File: src/rtl/sensor_classifier.sv
// Sensor front-end for the bin-positioning stepper: synchronises and debounces the three
// material sensors, accumulates sticky detections over a capture window, resolves one
// material class per object and hands it downstream with a valid/ack handshake.
module sensor_classifier #(
   parameter logic [31:0] DEBOUNCE_CYCLES = 32'd500_000,
   parameter logic [31:0] CAPTURE_CYCLES  = 32'd25_000_000,
   parameter logic [31:0] CLEAR_CYCLES    = 32'd50_000_000,
   parameter logic [31:0] ACK_TIMEOUT     = 32'd1_000_000_000
) (
   input  logic       clk,
   input  logic       rst_n,
   input  logic       capacitive,
   input  logic       inductive,
   input  logic       photo,
   output logic [1:0] class_code,
   output logic       class_valid,
   input  logic       class_ack,
   output logic       err_unknown,
   output logic       err_timeout,
   output logic       busy
);

   typedef enum logic [2:0] {
      StIdle,
      StCapture,
      StDecide,
      StHold,
      StCooldown
   } state_e;

   // Raw sensor levels when nothing is present: capacitive is active low.
   localparam logic [2:0] RawInactive = 3'b100;

   // Bit order throughout: {capacitive, inductive, photo}.
   logic [2:0]       meta_q, sync_q;
   logic [2:0]       act;
   logic [2:0]       stable_q, stable_d;
   logic [2:0][31:0] db_cnt_q, db_cnt_d;
   logic             any_active;

   state_e           state_q, state_d;
   logic [31:0]      win_cnt_q, win_cnt_d;
   logic [31:0]      to_cnt_q, to_cnt_d;
   logic [31:0]      clr_cnt_q, clr_cnt_d;
   logic [2:0]       sticky_q, sticky_d;
   logic [1:0]       code_q, code_d;
   logic [1:0]       decoded;
   logic             valid_q, valid_d;
   logic             err_unk_q, err_unk_d;
   logic             err_to_q, err_to_d;

   // Two-flop synchroniser per raw input, reset to the inactive raw levels.
   always_ff @(posedge clk or negedge rst_n) begin
      if (!rst_n) begin
         meta_q <= RawInactive;
         sync_q <= RawInactive;
      end else begin
         meta_q <= {capacitive, inductive, photo};
         sync_q <= meta_q;
      end
   end

   // Normalise polarity so that 1 means "sensor active" from here on.
   assign act        = {~sync_q[2], sync_q[1:0]};
   assign any_active = |stable_q;

   // Debounce: stable follows act only after DEBOUNCE_CYCLES consecutive differing cycles.
   always_comb begin
      stable_d = stable_q;
      db_cnt_d = db_cnt_q;
      for (int i = 0; i < 3; i++) begin
         if (act[i] == stable_q[i]) begin
            db_cnt_d[i] = '0;
         end else if (db_cnt_q[i] == DEBOUNCE_CYCLES - 32'd1) begin
            stable_d[i] = act[i];
            db_cnt_d[i] = '0;
         end else begin
            db_cnt_d[i] = db_cnt_q[i] + 32'd1;
         end
      end
   end

   // Debounce state registers.
   always_ff @(posedge clk or negedge rst_n) begin
      if (!rst_n) begin
         stable_q <= '0;
         db_cnt_q <= '0;
      end else begin
         stable_q <= stable_d;
         db_cnt_q <= db_cnt_d;
      end
   end

   // Material lookup from the accumulated sticky flags; 00 marks an unsortable combination.
   always_comb begin
      decoded = 2'b00;
      case (sticky_q)
         3'b111:  decoded = 2'b01;  // metal
         3'b101:  decoded = 2'b10;  // plastic
         3'b100:  decoded = 2'b11;  // glass
         default: decoded = 2'b00;
      endcase
   end

   // Object FSM next-state and registered-output logic.
   always_comb begin
      state_d   = state_q;
      win_cnt_d = win_cnt_q;
      to_cnt_d  = to_cnt_q;
      clr_cnt_d = clr_cnt_q;
      sticky_d  = sticky_q;
      code_d    = code_q;
      valid_d   = valid_q;
      err_unk_d = 1'b0;
      err_to_d  = 1'b0;

      case (state_q)
         StIdle: begin
            if (any_active) begin
               // The detection cycle itself is the first cycle of the window.
               sticky_d  = stable_q;
               win_cnt_d = 32'd1;
               state_d   = StCapture;
            end
         end
         StCapture: begin
            sticky_d = sticky_q | stable_q;
            if (win_cnt_q >= CAPTURE_CYCLES - 32'd1) begin
               state_d = StDecide;
            end else begin
               win_cnt_d = win_cnt_q + 32'd1;
            end
         end
         StDecide: begin
            to_cnt_d  = '0;
            clr_cnt_d = '0;
            if (decoded != 2'b00) begin
               code_d  = decoded;
               valid_d = 1'b1;
               state_d = StHold;
            end else begin
               err_unk_d = 1'b1;
               state_d   = StCooldown;
            end
         end
         StHold: begin
            // Ack takes priority over a timeout expiring in the same cycle.
            if (class_ack) begin
               code_d    = 2'b00;
               valid_d   = 1'b0;
               clr_cnt_d = '0;
               state_d   = StCooldown;
            end else if (to_cnt_q == ACK_TIMEOUT - 32'd1) begin
               err_to_d  = 1'b1;
               code_d    = 2'b00;
               valid_d   = 1'b0;
               clr_cnt_d = '0;
               state_d   = StCooldown;
            end else begin
               to_cnt_d = to_cnt_q + 32'd1;
            end
         end
         StCooldown: begin
            if (any_active) begin
               clr_cnt_d = '0;
            end else if (clr_cnt_q == CLEAR_CYCLES - 32'd1) begin
               clr_cnt_d = '0;
               state_d   = StIdle;
            end else begin
               clr_cnt_d = clr_cnt_q + 32'd1;
            end
         end
         default: begin
            state_d = StIdle;
         end
      endcase
   end

   // Object FSM state, counters and output registers.
   always_ff @(posedge clk or negedge rst_n) begin
      if (!rst_n) begin
         state_q   <= StIdle;
         win_cnt_q <= '0;
         to_cnt_q  <= '0;
         clr_cnt_q <= '0;
         sticky_q  <= '0;
         code_q    <= 2'b00;
         valid_q   <= 1'b0;
         err_unk_q <= 1'b0;
         err_to_q  <= 1'b0;
      end else begin
         state_q   <= state_d;
         win_cnt_q <= win_cnt_d;
         to_cnt_q  <= to_cnt_d;
         clr_cnt_q <= clr_cnt_d;
         sticky_q  <= sticky_d;
         code_q    <= code_d;
         valid_q   <= valid_d;
         err_unk_q <= err_unk_d;
         err_to_q  <= err_to_d;
      end
   end

   assign class_code  = code_q;
   assign class_valid = valid_q;
   assign err_unknown = err_unk_q;
   assign err_timeout = err_to_q;
   assign busy        = (state_q != StIdle);

endmodule

File: config.mk
export PLATFORM = sky130hd
export DESIGN_NAME = sensor_classifier
export DESIGN_NICKNAME = d
export VERILOG_FILES = /design/src/rtl/sensor_classifier.sv
export SDC_FILE = /design/constraint.sdc
export NUM_CORES = 1
export LEC_CHECK = 0
export ABC_CLOCK_PERIOD_IN_PS = 2400
export CAP_MARGIN = 20
export CELL_PAD_IN_SITES_DETAIL_PLACEMENT = 0
export CELL_PAD_IN_SITES_GLOBAL_PLACEMENT = 2
export CORE_ASPECT_RATIO = 1.2
export CORE_MARGIN = 5
export CORE_UTILIZATION = 30
export DETAILED_ROUTE_END_ITERATION = 7
export PLACE_DENSITY = 0.75
export SLEW_MARGIN = 20
export SYNTH_ARGS = -nofsm -noshare
export SYNTH_HDL_FRONTEND = slang
export SYNTH_SLANG_ARGS = --single-unit
File: constraint.sdc
create_clock -name clk -period 2.4 [get_ports clk]
set_input_delay 0.36 -clock clk [delete_from_list [all_inputs] [get_ports clk]]
set_output_delay 0.36 -clock clk [all_outputs]
set_load 0.1 [all_outputs]
Word level (Yosys, flattened, before mapping)
Index checks and enable logic that the tools add are counted.
Cells by class
  add/subtract/negate cells: 6
  $lt $le $gt $ge: 1
  eq/ne operators: 24
  multiplexer cells: 41
  bitwise gates (word level): 5
  reduce and logical (&&, ||, !) cells: 16
Operators by type and width (number)
  $mux 32: 14
  $add 32x1->32 const B: 6
  $pmux 32 s2: 2
  $eq 32x19->1 const B: 3
  $pmux 32 s3: 1
  $eq 32x26->1 const B: 1
  $eq 32x30->1 const B: 1
  $ge 32x25->1 const B: 1
  $mux 3: 8
  $ne 2x2->1 const B: 8
  $pmux 3 s5: 1
  $eq 3x3->1 const B: 4
  $reduce_and 2->1: 5
  $reduce_and 3->1: 3
  $mux 1: 8
  $eq 3x2->1 const B: 2
  $mux 2: 3
  $pmux 2 s3: 1
  $pmux 3 s2: 1
  $reduce_bool 2->1: 3
  $reduce_bool 3->1: 2
  $reduce_and 5->1: 1
  $not 1->1: 4
  $pmux 2 s2: 1
  7 further kinds: 9
Word-level totals
  flip-flop bits (word level): 212
  bits of input ports: 6
  output and inout port bits: 6
  word-level logic and storage cells: 110

Logic depth before layout (Yosys ltp)
  word-level depth: 5
  mapped depth: 9
  mapped depth without buffers: 7

Worst setup path after synthesis
Ideal clock, no wire load.
  path kind: reg2reg
  start: reg state_q[2]
  end: reg win_cnt_q[10]
  library setup time: 138 ps
  arrival: 2403 ps
  required time: 2262 ps
  path slack: -141 ps
  cell stages (with the launch flop): 8
  buffers on the path: 3
  clock period less this slack: 2541 ps
  cell sequence: dfrtp_1 > buf_2 > or3_1 > or2_2 > clkbuf_1 > nand3_1 > clkbuf_1 > a31oi_1
On the way
  word-level cells in the longest chain between the ends: 3
  elaborated cells between the ends (all ways): 7
  those cells by class: 3 x eq/ne; 1 x mux; 3 x reduce/logical
RTL lines
  start: declaration: line 41  | state_e state_q, state_d;
  start signal: assignment: line 182  | state_q <= StIdle;
  start signal: assignment: line 192  | state_q <= state_d;
  $eq 3x1->1 or $logic_not 3->1 (tied branches): line 117  | case (state_q)
  $ne 2x2->1 (no line) or $reduce_bool 2->1 (tied branches)
  $reduce_and 3->1 (no line)
  end signal: assignment: line 193  | win_cnt_q <= win_cnt_d;
  end: declaration: line 42  | logic [31:0] win_cnt_q, win_cnt_d;
Parallel ways exist; a longest one is shown, timed or not.
A chain may end at the register's enable or synchronous reset.

Worst setup path in the final report
  start: reg win_cnt_q[28]
  end: reg win_cnt_q[18]
On the way
  word-level cells in the longest chain between the ends: 3
RTL lines
  $ge 32x25->1: line 128  | if (win_cnt_q >= CAPTURE_CYCLES - 32'd1) begin
  $ne 2x2->1 (no line)
  $reduce_and 3->1 (no line)
No other way between the ends.

==> metrics.txt <==
status finished clean; Yosys top cell area share 48.89%; Ant. Diodes 0; register area share after synthesis 49.38%; Die ar. 39,730 µm²; Hold Violations, Final 0; RSZ-0062 raised after global routing no; vias after detailed routing 8,486; clk sink count 212; synthesized cell area 10,750 µm²; Yosys warning total 0; DR iter-0 viols 506; Die H 217.3 µm; CP arrival 2.66 ns; initial core utilization 30.14%; Final setup viols 0; syn_nets 1,180; CP required 2.85 ns; maxcap violations 0; share of cells above drive strength 1 12.82%; nets 1,257; Final Skew 0.008231 ns; Mapped Cells 1,168; Hold WC Path Type in2reg; most common cell after layout, fill and taps aside dfrtp_1; H-tree levels 1; Mapped Avg Cell Area 9.202 µm²; post-synth cell types 58; Crit Path Class reg2reg; core area 35,660 µm²; Post-Layout Cell Count 1,732; buffer and inverter count on the worst path 0; num rows 76; dpl cells 1,684; area delta synth->final 20.34%; root buffer cell clkbuf_16; Post-Synth XOR/XNOR Area 9.453%; LEAKAGE 5.503 nW; startpoint types flop; Final ANT Viol Nets 0; CTS buffer count 26; antenna violations before repair 0; Pre-Repair DR Iteration Count 4; top_reg_cell synth dfrtp_1; cell chain of the critical path nor4_1, nand3_1, a2111o_1, and2_4, or4_1, a21oi_2; clock latency on the worst-skew pair 0.52 ns; commonest non-fill, non-tap cells in the layout 210 x dfrtp_1, 171 x nor2_1, 99 x nand2_1; first-pass GRT wire length 43,360 µm; cell taking the most area after synthesis dfrtp_1; worst-margin pin slew 0.5132 ns; largest net degree at the start of global routing 56; mux cell area share after synthesis 1.059%; critical path's top delay family simple AND/OR/NAND/NOR gates; Critical Path Max Stage Delay 0.53 ns; Crit. End Element flop; number of global-route vias before repair 8,662; Yosys reg bits 212; max-slew violations 0; CTS tree built; main combinational cell family by area after synthesis simple AND/OR/NAND/NOR gates; synth top area cells dfrtp_1 49%, nor2_1 6.0%, xnor2_1 4.7%; clk slew on worst S/H paths 0.06 ns; Die Span X 182.8 µm; Simple-Gate Fraction of Synth Area 28.27%; CP Max Fanout 13; Final TNS setup 0 ns; total routing usage reported by global routing 12.62%; upper clock frequency limit 452.2 MHz; hpwl dp 16,870 µm; ys async rst share 100.0%; post-CTS setup buffer count 0; Synth Area in Compound Gates 8.382%; Wirelength per Cell 14.30 µm; pwr/cell area 595.7 nW/µm²; slowest stage cell on the critical path or4_1; pre-CTS setup slack 0.02905 ns; setup ws final 0.1887 ns; count of input and output buffers 11; final period demand of the worst path 2.211 ns; DRC Markers 0; Remaining Overflow, GRT 0; routed wire length 24,770 µm; num ports 12; Hold WS 0.2765 ns; Rel. slew slack 65.78%; Tcrit/Tclk final 92.14%; Via-to-Cell Ratio 4.900; Peak VDD IR 0.0004290 V; gpl congestion 0.7740; adder-cell area share of the yosys netlist 0.6985%; Post-synth EDFFs 0; total chip power 0.007705 W; maximum clock insertion buffer count 3
[synth_stat cells (7+ instances only)]
cell type,count
nor4b_1,7
xor2_1,58
and3_1,37
a31oi_1,12
dfrtp_1,210
nor3_1,39
or3_1,14
xnor2_1,58
and2_1,18
o21ai_0,50
nand3_1,88
nand2b_1,7
and4_1,14
a21oi_1,34
or2_2,7
nand2_1,99
nor2_1,172
mux2i_1,8
clkbuf_1,40
nand4_1,36
nor4_1,35
inv_1,29
a211oi_1,8
[registers in the layout, summed over array words and instances (netlist names)]
register and count:
meta_q 3, state_q 3, win_cnt_q 32, stable_q 3, err_timeout 1, to_cnt_q 32
sticky_q 3, sync_q 3, clr_cnt_q 32, class_valid 1, class_code 2, err_unknown 1
db_cnt_q 96
[cell type report]
| cell class | count | area [µm²] |
|---|---|---|
| fill | 3644 | 22730 |
| sequential | 212 | 5308 |
| multi-input combinational | 880 | 5219 |
| timing repair buffer | 96 | 853.3 |
| clock buffer | 40 | 774.5 |
| tap | 468 | 585.6 |
| inverter | 29 | 108.9 |
| clock inverter | 7 | 85.08 |
[report_power, final]
part | internal, W | switching, W
Clock | 0.00242 | 0.00151
Sequential | 0.00359 | 0.0000148
Combinational | 0.0000463 | 0.000117
Total | 0.00606 | 0.00164
[worst paths after layout]
| check | startpoint | endpoint | slack, ns | cells after the start |
|---|---|---|---|---|
| max | win_cnt_q[28]$_DFFE_PN0P_ | win_cnt_q[18]$_DFFE_PN0P_ | 0.19 | 6 |
| min | photo | meta_q[0]$_DFF_PN0_ | 0.28 | 1 |
| max reg2reg | win_cnt_q[28]$_DFFE_PN0P_ | win_cnt_q[18]$_DFFE_PN0P_ | 0.19 | 6 |
| min reg2reg | meta_q[1]$_DFF_PN0_ | sync_q[1]$_DFF_PN0_ | 0.35 | 0 |
| max in group asynchronous | rst_n | db_cnt_q[15]$_DFF_PN0_ | 1.36 | 3 |
| min in group asynchronous | rst_n | db_cnt_q[45]$_DFF_PN0_ | 0.32 | 2 |
[logic make-up (layout without fill, tap and decap cells)]
logic type	count (synthesis)	in the layout
compound gates	146	146
xor+xnor	116	116
fa+ha+maj	6	6
buf+inv	76	172
flops	212	212
mux	11	11
simple gates	601	601
[per-stage QoR]
stage,area [µm²],utilization [%]
2_1_floorplan,10750,-
3_3_place_gp,12010,33.69
3_5_place_dp,12010,33.69
4_1_cts,12880,36.13
5_1_grt,12930,36.27
6_report,12930,36.27
[what timing repair did]
action                                 in CTS  in global routing
gates resized for setup                     0                 12
hold buffers                                1                  0
endpoints found under the hold margin      39                  0
setup endpoints to repair                   0                 38
[metal layers]
| metal | vias up | wire length, µm | global-route usage (%) |
|---|---|---|---|
| met2 | 88 | 11740 | 21.39 |
| met5 | - | 0 | 0 |
| met4 | 0 | 501 | 2.956 |
| li1 | 4271 | - | - |
| met1 | 4089 | 11870 | 17.20 |
| met3 | 38 | 662 | 1.705 |
Power figures use the tool's default switching activity.
